### src/rtl/jtag_pkg.sv
// jtag_pkg: shared TAP state encodings and IR capture constants for the JTAG slice.
package jtag_pkg;

   typedef enum logic [3:0] {
      EXIT2_DR = 4'h0,
      EXIT1_DR = 4'h1,
      SHIFT_DR = 4'h2,
      PAUSE_DR = 4'h3,
      SEL_IR   = 4'h4,
      UPD_DR   = 4'h5,
      CAP_DR   = 4'h6,
      SEL_DR   = 4'h7,
      EXIT2_IR = 4'h8,
      EXIT1_IR = 4'h9,
      SHIFT_IR = 4'hA,
      PAUSE_IR = 4'hB,
      RTI      = 4'hC,
      UPD_IR   = 4'hD,
      CAP_IR   = 4'hE,
      TLR      = 4'hF
   } tap_state_t;

   localparam logic [1:0] IR_CAPTURE_LSBS = 2'b01;

   function automatic logic isShift(input tap_state_t s);
      return (s == SHIFT_IR) || (s == SHIFT_DR);
   endfunction

endpackage

### src/rtl/jtag_tap_fsm.sv
// jtag_tap_fsm: 16-state IEEE 1149.1 TAP controller, advanced by TMS on rising TCLK.
module jtag_tap_fsm
   import jtag_pkg::*;
(
   input  logic       TCLK,
   input  logic       TRESETN,
   input  logic       TMS,
   output tap_state_t state
);

   tap_state_t nextState;

   always_ff @(posedge TCLK or negedge TRESETN)
      if (!TRESETN) state <= TLR;
      else          state <= nextState;

   always_comb begin
      nextState = state;
      unique case (state)
         TLR:      nextState = TMS ? TLR      : RTI;
         RTI:      nextState = TMS ? SEL_DR   : RTI;
         SEL_DR:   nextState = TMS ? SEL_IR   : CAP_DR;
         SEL_IR:   nextState = TMS ? TLR      : CAP_IR;
         CAP_DR:   nextState = TMS ? EXIT1_DR : SHIFT_DR;
         SHIFT_DR: nextState = TMS ? EXIT1_DR : SHIFT_DR;
         EXIT1_DR: nextState = TMS ? UPD_DR   : PAUSE_DR;
         PAUSE_DR: nextState = TMS ? EXIT2_DR : PAUSE_DR;
         EXIT2_DR: nextState = TMS ? UPD_DR   : SHIFT_DR;
         UPD_DR:   nextState = TMS ? SEL_DR   : RTI;
         CAP_IR:   nextState = TMS ? EXIT1_IR : SHIFT_IR;
         SHIFT_IR: nextState = TMS ? EXIT1_IR : SHIFT_IR;
         EXIT1_IR: nextState = TMS ? UPD_IR   : PAUSE_IR;
         PAUSE_IR: nextState = TMS ? EXIT2_IR : PAUSE_IR;
         EXIT2_IR: nextState = TMS ? UPD_IR   : SHIFT_IR;
         UPD_IR:   nextState = TMS ? SEL_DR   : RTI;
         default:  nextState = TLR;
      endcase
   end

endmodule

### src/rtl/jtag_tap_ir.sv
// jtag_tap_ir: TAP controller with integrated instruction register and falling-edge TDO.
// Define JTAG_IR_CAPTURE_STATUS_EN to capture status_in into the upper IR bits on CAPTURE_IR.
module jtag_tap_ir
   import jtag_pkg::*;
#(
   parameter int              IR_W     = 8,
   parameter logic [IR_W-1:0] IR_RESET = '1
) (
   input  logic            TCLK,
   input  logic            TRESETN,
   input  logic            TMS,
   input  logic            TDI,
   input  logic            dr_tdo,
   input  logic [IR_W-3:0] status_in,
   output logic            TDO,
   output logic            TDO_EN,
   output logic [IR_W-1:0] ir_out,
   output logic [3:0]      tap_state,
   output logic            capture_dr,
   output logic            shift_dr,
   output logic            update_dr,
   output logic            tlr
);

   tap_state_t      state;
   logic [IR_W-1:0] irShift;
   logic [IR_W-1:0] captureVal;

   jtag_tap_fsm uFsm (
      .TCLK    (TCLK),
      .TRESETN (TRESETN),
      .TMS     (TMS),
      .state   (state)
   );

`ifdef JTAG_IR_CAPTURE_STATUS_EN
   assign captureVal = IR_W'({status_in, IR_CAPTURE_LSBS});
`else
   // status_in is deliberately masked so a tied-off port costs nothing
   assign captureVal = IR_W'({status_in & '0, IR_CAPTURE_LSBS});
`endif

   always_ff @(posedge TCLK or negedge TRESETN)
      if (!TRESETN)               irShift <= '0;
      else if (state == CAP_IR)   irShift <= captureVal;
      else if (state == SHIFT_IR) irShift <= {TDI, irShift[IR_W-1:1]};

   // Falling-edge retime keeps TDO stable across the host's rising-edge sample
   always_ff @(negedge TCLK or negedge TRESETN)
      if (!TRESETN) begin
         ir_out <= IR_RESET;
         TDO    <= 1'b0;
         TDO_EN <= 1'b0;
      end else begin
         ir_out <= (state == UPD_IR) ? irShift : (state == TLR) ? IR_RESET : ir_out;
         TDO    <= (state == SHIFT_IR) ? irShift[0] : (state == SHIFT_DR) ? dr_tdo : 1'b0;
         TDO_EN <= isShift(state);
      end

   assign tap_state  = state;
   assign capture_dr = state == CAP_DR;
   assign shift_dr   = state == SHIFT_DR;
   assign update_dr  = state == UPD_DR;
   assign tlr        = state == TLR;

endmodule

### config.mk
export PLATFORM = sky130hd
export DESIGN_NAME = jtag_tap_ir
export DESIGN_NICKNAME = d
export VERILOG_FILES = /design/src/rtl/jtag_pkg.sv /design/src/rtl/jtag_tap_fsm.sv /design/src/rtl/jtag_tap_ir.sv
export SDC_FILE = /design/constraint.sdc
export NUM_CORES = 1
export LEC_CHECK = 0
export ABC_AREA = 1
export CAP_MARGIN = 20
export CORE_ASPECT_RATIO = 0.7
export CORE_MARGIN = 3
export CORE_UTILIZATION = 47
export DETAILED_ROUTE_END_ITERATION = 8
export DONT_BUFFER_PORTS = 1
export SKIP_LAST_GASP = 1
export SLEW_MARGIN = 20
export SYNTH_ARGS = -nofsm -noshare
export SYNTH_HDL_FRONTEND = slang
export SYNTH_SLANG_ARGS = --single-unit
### constraint.sdc
create_clock -name TCLK -period 2.1 [get_ports TCLK]
set_input_delay 0.63 -clock TCLK [delete_from_list [all_inputs] [get_ports TCLK]]
set_output_delay 0.63 -clock TCLK [all_outputs]
set_load 0.02 [all_outputs]
==> qor.yml, run 1 <==
drtPass1Iterations: 4
crit_fanout: 2
critPathLaunchType: "flop"
drt-total-wl_um: 2760
dieHeight_um: 47.2
fin_skew_ns: 0.0769
pin_count: 29
num_rows: 14
met3_usage: 0.0574
critPathCaptureType: "output port"
netlist_area_um2: 1140
netlist.area_leader.share: 0.277
comb_power_share: 0.581
pwr-share-clk: 0.093
grt_max_degree: 17
synth_commonest_cells: "nand2_1, nor2_1, inv_1"
pwr-share-seq: 0.326
synth_ff_type: "dfstp_2"
internal_power_mw: 1.53
rsz0062_at_grt: "yes"
grt.busiest_layer: "met2"
peakVddDrop_mv: 1.12
grt_pass1_wl_um: 4110
met1_usage: 0.245
path_depth: 0
io_buffers: 0
cts_tree: "built"
violations: "setup timing"
numCtsBuffers: 3
netlist_top_cells_area: "dfstp_2, dfrtp_1, nand2_1"
r2r_cells: 6
async_reset_ff_frac: 1.00
antenna_found_initial: 0
power_mw: 2.87
grt_pass1_vias: 904
coreArea_um2: 2220
syn_area_per_cell_um2: 8.97
p_sw_frac: 0.468
leakage_nw: 0.761
yosys.area.top_type: "dfstp_2"
start_util: 0.512
gp_congestion: 0.881
area_growth_pct: 40.3
status: "complete, but fails checks"
required_ns: 1.47
nNetsFinal: 178
clock_sink_count: 22
cap_viol_max_count: 0
hold_viol_final: 0
clk_pin_slew_ns: 0.14
maxSlewViolCount: 0
synth_most_common_cell: "nand2_1"
drive_gt1_frac: 0.524
grtUsageTotal: 0.182
tightest_slew_ns: 0.363
viasPerCell: 5.03
die_w_um: 64.8
clock_latency_ns: 0.38
worstSetupPathType: "flop to output port"
synth_edf_count: 0
clockBufferDepth: 2
p_sw_mw: 1.34
finalSetupViolCount: 19
synth-seq-cells: 22
finalWorstSetupSlack_ns: -0.550
synth-warning-count: 0
insertedDiodeCount: 0
drt_iter0_drc: 29
die-area_um2: 3060
clockRootBuffer: "clkbuf_4"
relSlewSlack: 0.757
reg2reg_slack_ns: -0.06
final_core_util: 0.718
synth.distinct_cells: 25
wl_per_cell_um: 13.9
drc: 0
hold_path.class: "input pin to asynchronous set/reset pin"
num_vias: 996
final_antenna_net_count: 0
netlist_instances: 127
yosysSeqAreaShare: 0.497
h-tree-depth: 1
dpl.hpwl_um: 1790
grt_overflow: 0
use_met2: 0.293
cp.arrival_ns: 2.02
cellPowerDensity_nw_per_um2: 1800
synthesis.nets: 138
==> power by group through the flow <==
stage / Clock (mW) / Combinational [mW] / Sequential (mW)
after floorplan: 0.0264 / 0.796 / 0.972
after global placement: 0.0264 / 1.15 / 0.948
after detailed placement: 0.0264 / 1.17 / 0.956
after CTS: 0.275 / 1.37 / 0.918
after global routing: 0.306 / 1.80 / 0.959
final: 0.268 / 1.67 / 0.936
==> cell families after synthesis <==
family	after synthesis	share of synthesized area
and+or+nand+nor	61	0.275
buffers and inverters	23	0.0923
DFF	22	0.497
AOI/OAI and AO/OA	21	0.136
==> layer usage <==
metal | vias up | routed length (um) | share of wire
li1 | 486 | - | -
met1 | 478 | 1190 | 0.43
met2 | 30 | 1400 | 0.51
met3 | 2 | 160 | 0.058
met4 | 0 | 13 | 0.0047
met5 | - | 0 | 0
==> registers in the layout (all words and copies together) (netlist names) <==
name	flops
irShift	8
ir_out	8
uFsm.state	4
TDO	1
TDO_EN	1
==> stage by stage <==
| stage | setup slack, ns | hold WS (ns) | cell area [um^2] | setup TNS (ns) | cells |
|---|---|---|---|---|---|
| final | -0.550 | 0.130 | 1600 | -5.39 | 198 |
| after detailed placement | -0.151 | 0.335 | 1310 | -2.06 | 175 |
| after global placement | -0.149 | 0.335 | 1310 | -1.93 | 175 |
| after CTS | -0.550 | 0.126 | 1450 | -5.70 | 191 |
| after global routing | -0.589 | 0.106 | 1600 | -6.30 | 198 |
| after floorplan | -0.215 | 0.334 | 1160 | -3.06 | 127 |
==> path summary, 6_finish.rpt <==
path                               startpoint       endpoint
max in group asynchronous             TRESETN      ir_out[4]
worst min register to register      ir_out[7]      ir_out[7]
worst max-delay path                ir_out[0]      ir_out[0]
min in group TCLK                         TMS  uFsm.state[0]
worst max register to register  uFsm.state[2]      ir_out[6]
worst min-delay path                  TRESETN  uFsm.state[0]
==> cell type report <==
| type | instances | area, um^2 |
|---|---|---|
| fillers | 164 | 627 |
| flip-flops and latches | 22 | 566 |
| multi-input cells | 83 | 557 |
| repair buffers | 31 | 282 |
| inverters | 18 | 92.6 |
| well taps | 32 | 40.0 |
| clock inverters | 9 | 38.8 |
| clock buffers | 3 | 22.5 |
==> cells in the final DEF, fill, tap and decap left out, types with 4 or more instances in the layout <==
cell type	synthesis	final
buf_4	2	21
buf_6	1	7
dfrtp_1	8	8
dfstp_2	12	12
inv_1	13	18
inv_2	5	4
nand2_1	27	19
nand2_2	4	10
nand2_8	1	4
nand3_1	6	5
nor2_1	14	14
nor2_4	3	4
o21ai_2	8	8
o22ai_1	6	6
==> timing repair <==
item | in CTS | in global routing
gates resized for setup | 10 | 23
setup buffers | 4 | 6
hold buffers | 1 | 0
gates cloned | 0 | 1
setup endpoints to repair | 22 | 23
hold endpoints to repair | 8 | 0
pin swaps | 4 | 8
Note: power is estimated with default switching activity, not from simulation.
==> run 2: changes to the inputs <==
ABC_AREA = default   (was 1)
CAP_MARGIN = default   (was 20)
==> qor.yml, run 2 <==
drt-total-wl_um: 2510  # was 2760 um
rsz0062_at_grt: "yes"  # unchanged
reg.largest.list: "irShift (8), ir_out (8), uFsm.state (4)"  # unchanged
synth-warning-count: 0  # unchanged
drt_iter0_drc: 41  # was 29
synth.distinct_cells: 22  # was 25
clk_pin_slew_ns: 0.14  # about the same
finalWorstSetupSlack_ns: -0.556  # was -0.550 ns
die-area_um2: 2740  # was 3060 um^2
whs_ns: 0.123  # was 0.130 ns
placed_cells: 130  # was 175
synth-seq-cells: 22  # unchanged
pre_cts_ws_ns: -0.153  # was -0.151 ns
peakVddDrop_mv: 0.825  # was 1.12 mV
grt_overflow: 0  # unchanged
clock_sink_count: 22  # unchanged
cap_viol_max_count: 0  # unchanged
leakage_nw: 0.638  # was 0.761 nW
async_reset_ff_frac: 1.00  # unchanged
fin_skew_ns: 0.0618  # was 0.0769 ns
critPathLaunchType: "flop"  # unchanged
grt_pass1_wl_um: 3440  # was 4110 um
synth_commonest_cells: "nand2_1, o21ai_0, dfstp_2, nor2_1, dfrtp_1"  # was nand2_1, nor2_1, inv_1
synth_most_common_cell: "nand2_1"  # unchanged
violations: "setup timing"  # unchanged
viasPerCell: 5.41  # was 5.03
relSlewSlack: 0.726  # was 0.757
cts_tree: "built"  # unchanged
status: "complete, but fails checks"  # unchanged
netlist_area_um2: 1000  # was 1140 um^2
num_rows: 13  # was 14
post_dp_cell_area_um2: 1070  # was 1310 um^2
wl_per_cell_um: 16.4  # was 13.9 um
synth_edf_count: 0  # unchanged
synth_ff_type: "dfstp_2"  # unchanged
drc: 0  # unchanged
finalSetupViolCount: 21  # was 19
cellPowerDensity_nw_per_um2: 1820  # was 1800 nW/um^2
hold_viol_final: 0  # unchanged
dpl.hpwl_um: 1410  # was 1790 um
gp_congestion: 0.717  # was 0.881
synthesis.nets: 117  # was 138
pin_count: 29  # unchanged
dieHeight_um: 44.7  # was 47.2 um
die_w_um: 61.3  # was 64.8 um
final_core_util: 0.699  # was 0.718
clock_latency_ns: 0.38  # about the same
clockBufferDepth: 2  # unchanged
tightest_slew_ns: 0.410  # was 0.363 ns
required_ns: 1.47  # about the same
io_buffers: 0  # unchanged
clockRootBuffer: "clkbuf_4"  # unchanged
crit_fanout: 2  # unchanged
drtPass1Iterations: 4  # unchanged
mostFrequentLayoutCell: "nand2_1"  # was buf_4
hold_path.class: "input pin to asynchronous set/reset pin"  # unchanged
yosysSeqAreaShare: 0.563  # was 0.497
mostFrequentLayoutCells: "nand2_1, buf_4, dfstp_2, nor2_1, o21ai_0"  # was buf_4, nand2_1, inv_1, nor2_1, dfstp_2
antenna_found_initial: 0  # unchanged
netlist_top_cells_area: "dfstp_2, dfrtp_1, nand2_1"  # unchanged
final_antenna_net_count: 0  # unchanged
coreArea_um2: 1940  # was 2220 um^2
final_area_um2: 1350  # was 1600 um^2
insertedDiodeCount: 0  # unchanged
yosys.area.top_type: "dfstp_2"  # unchanged
syn_area_per_cell_um2: 9.48  # was 8.97 um^2
stdcell_count: 153  # was 198
num_vias: 827  # was 996
maxSlewViolCount: 0  # unchanged
grt_pass1_vias: 709  # was 904
tns_ns: -5.55  # was -5.39 ns
h-tree-depth: 1  # unchanged
grtUsageTotal: 0.177  # was 0.182
cp.arrival_ns: 2.03  # was 2.02 ns
nNetsFinal: 143  # was 178
area_growth_pct: 34.6  # was 40.3%
netlist.area_leader.share: 0.314  # was 0.277
netlist_instances: 106  # was 127
worstSetupPathType: "flop to output port"  # unchanged
grt_max_degree: 17  # unchanged
power_mw: 2.46  # was 2.87 mW
start_util: 0.519  # was 0.512
critPathCaptureType: "output port"  # unchanged
numCtsBuffers: 3  # unchanged
drive_gt1_frac: 0.397  # was 0.524
[run 2: area by class of cell]
cell class              instances  area (um^2)
well taps                      22         27.5
flip-flops and latches         22          566
clock buffers                   3         22.5
clock inverters                 9         38.8
inverters                       2         12.5
multi-input cells              74          452
fillers                       143          583
repair buffers                 21          234
[run 2: what timing repair did]
action / CTS / global route
endpoints found under the setup margin: 14 / 21
cloned: 1 / 2
endpoints found under the hold margin: 8 / 0
hold buffers: 1 / 0
pin swaps: 1 / 8
gates resized for setup: 6 / 25
setup buffers: 3 / 5
[run 2: final timing paths]
kind | from | endpoint | slack [ns] | depth (start not counted)
setup / recovery | ir_out[7] | ir_out[7] | -0.56 | 0
hold / removal | TRESETN | uFsm.state[2] | 0.12 | 0
setup reg to reg | uFsm.state[3] | ir_out[6] | -0.07 | 4
hold reg to reg | ir_out[2] | ir_out[2] | 0.51 | 2
max in group asynchronous | TRESETN | ir_out[1] | 0.93 | 0
min in group TCLK | TMS | uFsm.state[0] | 0.39 | 1
[run 2: cell families after synthesis]
kind of cell / Yosys count / synth area share
muxes: 2 / 0.0212
AOI/OAI and AO/OA: 23 / 0.125
DFF: 22 / 0.563
buffers and inverters: 11 / 0.0710
and+or+nand+nor: 48 / 0.220
[run 2: layer usage]
metal / part of all wire / vias to the layer above / global-route usage
met5: 0 / - / 0
met4: 0.0048 / 0 / 0.0260
met3: 0.054 / 2 / 0.0700
met2: 0.50 / 25 / 0.259
met1: 0.44 / 397 / 0.251
li1: - / 403 / -
[run 2: power by group]
part           switching [mW]  leakage, nW  internal (mW)
Clock                   0.172       0.0605         0.0948
Combinational           0.648        0.315          0.599
Sequential              0.266        0.262          0.686
Total                    1.09        0.638           1.38
==> run 3: changes to the inputs <==
ABC_CLOCK_PERIOD_IN_PS = 2100   (was default)
SETUP_SLACK_MARGIN = 0.05   (was default)
==> qor.yml, run 3 (same netlist as run 2, synthesis figures left out) <==
status: "complete, but fails checks"  # unchanged
violations: "setup timing"  # unchanged
final_area_um2: 1390  # was 1350 um^2
drt_iter0_drc: 36  # was 41
pre_cts_ws_ns: -0.156  # was -0.153 ns
nNetsFinal: 140  # was 143
clockRootBuffer: "clkbuf_4"  # unchanged
post_dp_cell_area_um2: 1050  # was 1070 um^2
fin_skew_ns: 0.0587  # was 0.0618 ns
drc: 0  # unchanged
tns_ns: -5.50  # was -5.55 ns
power_mw: 2.52  # was 2.46 mW
timing.rr.start: "uFsm.state[3]"  # unchanged
h-tree-depth: 1  # unchanged
maxSlewViolCount: 0  # unchanged
r2r_cells: 2  # was 4
cap_viol_max_count: 0  # unchanged
relSlewSlack: 0.719  # was 0.726
grt_pass1_vias: 680  # was 709
num_rows: 13  # unchanged
clk_pin_slew_ns: 0.13  # was 0.14 ns
finalSetupViolCount: 18  # was 21
hold_path.class: "input pin to asynchronous set/reset pin"  # unchanged
reg2reg_slack_ns: -0.07  # about the same
hold_viol_final: 0  # unchanged
multi_input_area_um2: 487  # was 452 um^2
tightest_slew_ns: 0.420  # was 0.410 ns
cellPowerDensity_nw_per_um2: 1820  # about the same
insertedDiodeCount: 0  # unchanged
wl_per_cell_um: 16.0  # was 16.4 um
final_core_util: 0.717  # was 0.699
leakage_nw: 0.638  # about the same
drtPass1Iterations: 4  # unchanged
dieHeight_um: 44.7  # unchanged
peakVddDrop_mv: 1.04  # was 0.825 mV
worstSetupPathType: "flop to output port"  # unchanged
mostFrequentLayoutCell: "nand2_1"  # unchanged
die_w_um: 61.3  # unchanged
seqCellArea_um2: 566  # unchanged
num_vias: 828  # was 827
reg2reg_to: "TDO"  # was ir_out[6]
stdcell_count: 150  # was 153
critPathCaptureType: "output port"  # unchanged
cts_tree: "built"  # unchanged
gp_congestion: 0.721  # was 0.717
grt_pass1_wl_um: 3430  # was 3440 um
start_util: 0.519  # unchanged
clock_latency_ns: 0.38  # about the same
pin_count: 29  # unchanged
crit_fanout: 2  # unchanged
fillers: 141  # was 143
placed_cells: 129  # was 130
coreArea_um2: 1940  # unchanged
rsz0062_at_grt: "yes"  # unchanged
grt_overflow: 0  # unchanged
grt_max_degree: 17  # unchanged
cp.arrival_ns: 2.02  # was 2.03 ns
critPathLaunchType: "flop"  # unchanged
final_antenna_net_count: 0  # unchanged
drive_gt1_frac: 0.406  # was 0.397
viasPerCell: 5.52  # was 5.41
io_buffers: 0  # unchanged
mostFrequentLayoutCells: "nand2_1, dfstp_2, nor2_1, o21ai_0, inv_1"  # was nand2_1, buf_4, dfstp_2, nor2_1, o21ai_0
grtUsageTotal: 0.180  # was 0.177
numCtsBuffers: 3  # unchanged
antenna_found_initial: 0  # unchanged
finalWorstSetupSlack_ns: -0.552  # was -0.556 ns
whs_ns: 0.125  # was 0.123 ns
drt-total-wl_um: 2400  # was 2510 um
required_ns: 1.47  # about the same
die-area_um2: 2740  # unchanged
clock_sink_count: 22  # unchanged
clockBufferDepth: 2  # unchanged
area_growth_pct: 38.1  # was 34.6%
dpl.hpwl_um: 1310  # was 1410 um
reg.largest.list: "irShift (8), ir_out (8), uFsm.state (4)"  # unchanged
[run 3: metal layers]
| layer | vias up | routed length (um) | GRT usage | share of wire |
|---|---|---|---|---|
| li1 | 398 | - | - | - |
| met1 | 398 | 1120 | 0.271 | 0.47 |
| met2 | 29 | 1110 | 0.219 | 0.46 |
| met3 | 3 | 154 | 0.0758 | 0.064 |
| met4 | 0 | 17 | 0.0779 | 0.0071 |
| met5 | - | 0 | 0 | 0 |
[run 3: layout make-up]
type | instances | share of cell area
Tap cell | 22 | 0.0198
Multi-Input combinational cell | 74 | 0.351
Clock buffer | 3 | 0.0162
Inverter | 2 | 0.00721
Timing Repair Buffer | 18 | 0.170
Sequential cell | 22 | 0.408
Clock inverter | 9 | 0.0280
[run 3: worst max path at each step]
stage,start,to,slack [ns],cells after the start
after floorplan,ir_out[0],ir_out[0],-0.14,0
after global placement,ir_out[7],ir_out[7],-0.15,0
after detailed placement,ir_out[7],ir_out[7],-0.16,0
after CTS,ir_out[7],ir_out[7],-0.55,0
after global routing,ir_out[1],ir_out[1],-0.61,0
final,ir_out[2],ir_out[2],-0.55,0
[run 3: where the power goes]
| group | switching (mW) | internal [mW] | leakage (nW) |
|---|---|---|---|
| Clock | 0.176 | 0.0949 | 0.0605 |
| Sequential | 0.297 | 0.687 | 0.262 |
| Combinational | 0.651 | 0.614 | 0.315 |
| Total | 1.12 | 1.40 | 0.638 |
[run 3: repair_timing]
action,4_1_cts,5_1_grt
endpoints found under the setup margin,15,23
endpoints found under the hold margin,8,0
hold buffers,1,0
pin swaps,2,12
buffers inserted,2,3
cloned,2,2
resized for setup,12,29
==> RTL edit 1: new RTL, settings of run 1 <==
Reset style: synchronous (`TRESETN`), changed in 3 clocked blocks.
--- a/src/rtl/jtag_tap_fsm.sv
+++ b/src/rtl/jtag_tap_fsm.sv
@@ -12,3 +12,3 @@
 
-   always_ff @(posedge TCLK or negedge TRESETN)
+   always_ff @(posedge TCLK)
       if (!TRESETN) state <= TLR;
--- a/src/rtl/jtag_tap_ir.sv
+++ b/src/rtl/jtag_tap_ir.sv
@@ -42,3 +42,3 @@
 
-   always_ff @(posedge TCLK or negedge TRESETN)
+   always_ff @(posedge TCLK)
       if (!TRESETN)               irShift <= '0;
@@ -48,3 +48,3 @@
    // Falling-edge retime keeps TDO stable across the host's rising-edge sample
-   always_ff @(negedge TCLK or negedge TRESETN)
+   always_ff @(negedge TCLK)
       if (!TRESETN) begin
Check against the original RTL: not checked (the comparison handles one clock edge and no latches or derived clocks); the edit may change what the design does.
==> RTL edit 1 against run 1 <==
  * The run still ends with setup timing left
  * Final area fell by 21%
  * Routed wire length shrank 11%
  * Non-clock buffer count fell by 10
  * Power fell by 31%
  * Sequential power shrank 20%
  * Setup slack improved by 0.22 ns
  * Sequential cell count is the same
  * Critical endpoint unchanged
  * Synthesized area down 19%
==> RTL edit 1: results (changes against run 1) <==
[metrics] run status: complete, but fails checks
[metrics] failing checks: setup timing
[metrics] layout cells sized above 1: 36.1% (-16 points)
[metrics] class of the tightest hold or removal check: in2reg
[metrics] detailed router's first-iteration violation count: 34 (+17%)
[metrics] Placer Congestion: 0.901 (+2.3%)
[metrics] via count: 951 (-4.5%)
[metrics] Setup violations, final: 10 (-9)
[metrics] number of cells after detailed placement: 163 (-6.9%)
[metrics] pre-CTS worst setup slack: -0.0456 ns (+0.106 ns)
[metrics] worst endpoint data arrival time: 1.80 ns (-0.22 ns)
[metrics] worst setup slack after layout: -0.326 ns (+0.224 ns)
[metrics] most area-consuming cells after synthesis: sky130_fd_sc_hd__dfxtp_1, sky130_fd_sc_hd__nand2_1, sky130_fd_sc_hd__nor2_1
[metrics] nets in the synthesized netlist: 133 (-3.6%)
[metrics] antenna violations before repair: 0 (unchanged)
[metrics] Nets: 167 (-6.2%)
[metrics] worst clock skew: 0.0631 ns (-0.0138 ns)
[metrics] sequential element share of the synthesized area: 47.8% (-1.9 points)
[metrics] global-route wire length before repair: 4130 um (+0.51%)
[metrics] mean routed wirelength per cell: 13.9 um (about the same)
[metrics] Worst VDD drop: 1.11 mV (-0.14%)
[metrics] library cells used by synthesis: 18 (-28%)
[metrics] top post-synthesis cells by count: sky130_fd_sc_hd__nand2_1, sky130_fd_sc_hd__dfxtp_1, sky130_fd_sc_hd__nor2_1
[metrics] maximum number of pins on one net before global-route repair: 13 (-4)
[metrics] post-route worst hold slack: 0.439 ns (+0.309 ns)
[metrics] start point of the critical path: ir_out[0]
[metrics] worst reg2reg setup slack: 0.07 ns (+0.13 ns)
[metrics] DP Wirelength: 1820 um (+1.6%)
[metrics] cell at the root of the clock tree: sky130_fd_sc_hd__clkbuf_4
[metrics] leakage: 0.000584 uW (-23%)
[metrics] fill count: 122 (-26%)
[metrics] proportion of synthesized flip-flops having asynchronous set or reset: 0% (-100 points)
[metrics] mean number of vias per cell: 5.40 (+7.4%)
[metrics] vias in the first global route: 891 (-1.4%)
[metrics] Post-Route Setup TNS: -3.18 ns (+2.21 ns)
[metrics] Critical R2R Launch: uFsm.state[1]
[metrics] Cells after Synth: 122 (-3.9%)
[metrics] normalized max-slew margin: 77.1% (+1.4 points)
[RTL edit 1: cell count changes after synthesis, sizes merged, moves of 2 or more]
cell and delta:
a21oi +5, nor2 +2, dfxtp +22, nand4 +3, nand2 -5, dfrtn -2, dfrtp -8, inv -6
buf -3, dfstp -12
[RTL edit 1: stage by stage]
step	power, uW	instance area, um^2	utilization [%]
6_report	1990	1260	73.8
5_1_grt	2130	1260	73.8
4_1_cts	1950	1250	73.0
3_5_place_dp	1550	1120	65.5
3_3_place_gp	1530	1120	65.5
2_1_floorplan	1220	948	-
[RTL edit 1: what timing repair did]
| item | CTS | global route |
|---|---|---|
| pin swaps | 0 | 0 |
| setup buffers | 0 | 0 |
| setup endpoints to repair | 15 | 16 |
| resized for setup | 22 | 6 |
[RTL edit 1: final cells by class]
| class | count | area share [%] |
|---|---|---|
| inverter | 12 | 3.76 |
| sequential | 22 | 38.8 |
| tap | 21 | 2.08 |
| clock buffer | 3 | 1.78 |
| timing repair buffer | 21 | 12.5 |
| clock inverter | 11 | 5.35 |
| multi-input combinational | 86 | 35.7 |
[RTL edit 1: kinds of logic (layout without fill, tap and decap cells)]
logic type	after synthesis	count (layout)	synth area share, %
buffers and inverters	14	47	6.11
AND/OR/NAND/NOR	61	61	30.8
flip-flops	22	22	47.8
AO/OA/AOI/OAI	25	25	15.3
[RTL edit 1: path summary, 6_finish.rpt]
path | endpoint
max | ir_out[0]
min | uFsm.state[1]
max reg2reg | ir_out[7]
min reg2reg | irShift[4]
[RTL edit 1: power groups by stage]
stage | clock, uW | combinational (uW) | sequential, uW
floorplan | 32.2 | 456 | 731
detailed placement | 32.2 | 797 | 721
CTS | 391 | 814 | 744
global route | 436 | 931 | 767
global placement | 32.2 | 787 | 715
finish | 395 | 847 | 746
[RTL edit 1: routing by layer]
metal	GRT usage [%]	vias up	wire [um]
li1	-	478	-
met1	30.1	438	1180
met2	31.7	31	1060
met3	8.21	4	187
met4	4.07	0	23
met5	0	-	0
==> RTL edit 2: new RTL, config.mk and constraints of run 1 <==
Without the edit above. Set the parameter `IR_W` to 9 (it was 8).
--- a/src/rtl/jtag_tap_ir.sv
+++ b/src/rtl/jtag_tap_ir.sv
@@ -5,3 +5,3 @@
 #(
-   parameter int              IR_W     = 8,
+   parameter int              IR_W     = 9,
    parameter logic [IR_W-1:0] IR_RESET = '1
Interface: changed (resized ir_out and status_in); port bits go from 29 to 31. No check against the original RTL was run, so the function may have changed too.
==> RTL edit 2 against run 1 <==
  * The run still ends with setup timing left
  * Sequential cell count is 2 higher
  * Non-clock buffer count decreased by 5
  * Combinational power shrank 13%
  * Core utilization is essentially flat
  * Synthesized area is 2.3% higher
  * Routed wire length increased by 0.29%
  * Setup slack better by 0.0033 ns
  * Clock skew is 0.00089 ns lower
  * Power is 2.9% lower
  * Final area is 0.78% higher
  * Largest cell class unchanged
  * Largest power group unchanged
  * Highest routed layer unchanged
==> RTL edit 2: results (changes against run 1) <==
[metrics] global-route wire length before repair: 4440 um (+8.1%)
[metrics] normalized max-slew margin: 71.4% (-4.4 points)
[metrics] Worst VDD drop: 0.926 mV (-17%)
[metrics] failing checks: setup timing
[metrics] global router's overall resource usage: 19.5% (+1.4 points)
[metrics] nets in the synthesized netlist: 159 (+15%)
[metrics] Nets: 193 (+8.4%)
[metrics] DP Wirelength: 1850 um (+3.2%)
[metrics] sequential element share of the synthesized area: 53.0% (+3.3 points)
[metrics] Critical R2R Launch: uFsm.state[2]
[metrics] vias in the first global route: 925 (+2.3%)
[metrics] Placer Congestion: 0.816 (-7.3%)
[metrics] via count: 1,039 (+4.3%)
[metrics] endpoint of the worst register-to-register path: ir_out[8]
[metrics] worst setup slack after layout: -0.547 ns (+0.00331 ns)
[metrics] run status: complete, but fails checks
[metrics] detailed router's first-iteration violation count: 102 (+250%)
[metrics] largest registers ranked by flip-flop count: irShift x9, ir_out x9, uFsm.state x4
[metrics] worst clock skew: 0.0760 ns (-0.000889 ns)
[metrics] top post-synthesis cells by count: sky130_fd_sc_hd__nand2_1, sky130_fd_sc_hd__nor2_1, sky130_fd_sc_hd__dfstp_2
[metrics] Layout Cells excl Fill: 212 (+7.1%)
[metrics] Setup violations, final: 22 (+3)
[metrics] number of cells after detailed placement: 191 (+9.1%)
[metrics] leakage: 0.000861 uW (+13%)
[metrics] worst reg2reg setup slack: -0.15 ns (-0.09 ns)
[metrics] Cells after Synth: 147 (+16%)
[metrics] layout cells sized above 1: 40.0% (-12 points)
[metrics] post-route worst hold slack: 0.124 ns (-0.00632 ns)
[RTL edit 2: cell types whose count changed in the layout (fill, tap and decap cells not counted), sizes merged, moves of 2 or more]
cell	before	now
buf	30	24
clkinv	2	0
inv	25	21
a21oi	3	0
o22ai	6	0
nand2	35	60
nand3	7	12
[RTL edit 2: cell families after synthesis]
| logic type | count (synthesis) | share of synthesized area, % |
|---|---|---|
| and+or+nand+nor | 93 | 34.4 |
| DFF | 24 | 53.0 |
| buffers and inverters | 18 | 7.30 |
| AOI/OAI and AO/OA | 12 | 5.37 |
[RTL edit 2: metal layers]
metal | vias up | part of all wire, % | GRT usage (%)
met4 | 0 | 1.1 | 4.13
met2 | 22 | 48 | 31.8
met5 | - | 0 | 0
met3 | 2 | 4.4 | 5.40
met1 | 488 | 47 | 26.7
li1 | 527 | - | -
[RTL edit 2: how the worst max path moves through the flow]
stage               slack, ns   endpoint     startpoint
floorplan               -0.15  ir_out[0]  uFsm.state[2]
global placement        -0.15  ir_out[6]      ir_out[6]
detailed placement      -0.15  ir_out[3]      ir_out[3]
CTS                     -0.54  ir_out[3]      ir_out[3]
global route            -0.58  ir_out[8]      ir_out[8]
finish                  -0.55  ir_out[3]      ir_out[3]
[RTL edit 2: through the flow]
step           instance area (um^2)  TNS, ns  utilization (%)  setup WS (ns)
2_1_floorplan                  1190    -2.80                -         -0.148
3_3_place_gp                   1320    -1.80             59.0         -0.149
3_5_place_dp                   1320    -1.88             59.0         -0.152
4_1_cts                        1590    -6.65             70.8         -0.544
5_1_grt                        1610    -7.97             71.8         -0.576
6_report                       1610    -6.83             71.8         -0.547
[RTL edit 2: area by class of cell]
class,count,area share [%]
clock buffers,4,2.25
inverters,12,4.04
multi-input cells,105,34.0
repair buffers,26,16.8
well taps,32,2.49
flip-flops and latches,24,38.3
clock inverters,9,2.10
[RTL edit 2: where the power goes]
| group | switching, uW | internal, uW |
|---|---|---|
| logic | 811 | 644 |
| clock network | 171 | 128 |
| registers | 282 | 753 |
[RTL edit 2: timing repair]
item | in CTS | in global routing
gates resized for setup | 28 | 9
setup endpoints to repair | 25 | 25
gates cloned | 1 | 0
buffers inserted | 8 | 0
pin swaps | 7 | 9
hold buffers | 1 | 0
endpoints found under the hold margin | 9 | 0
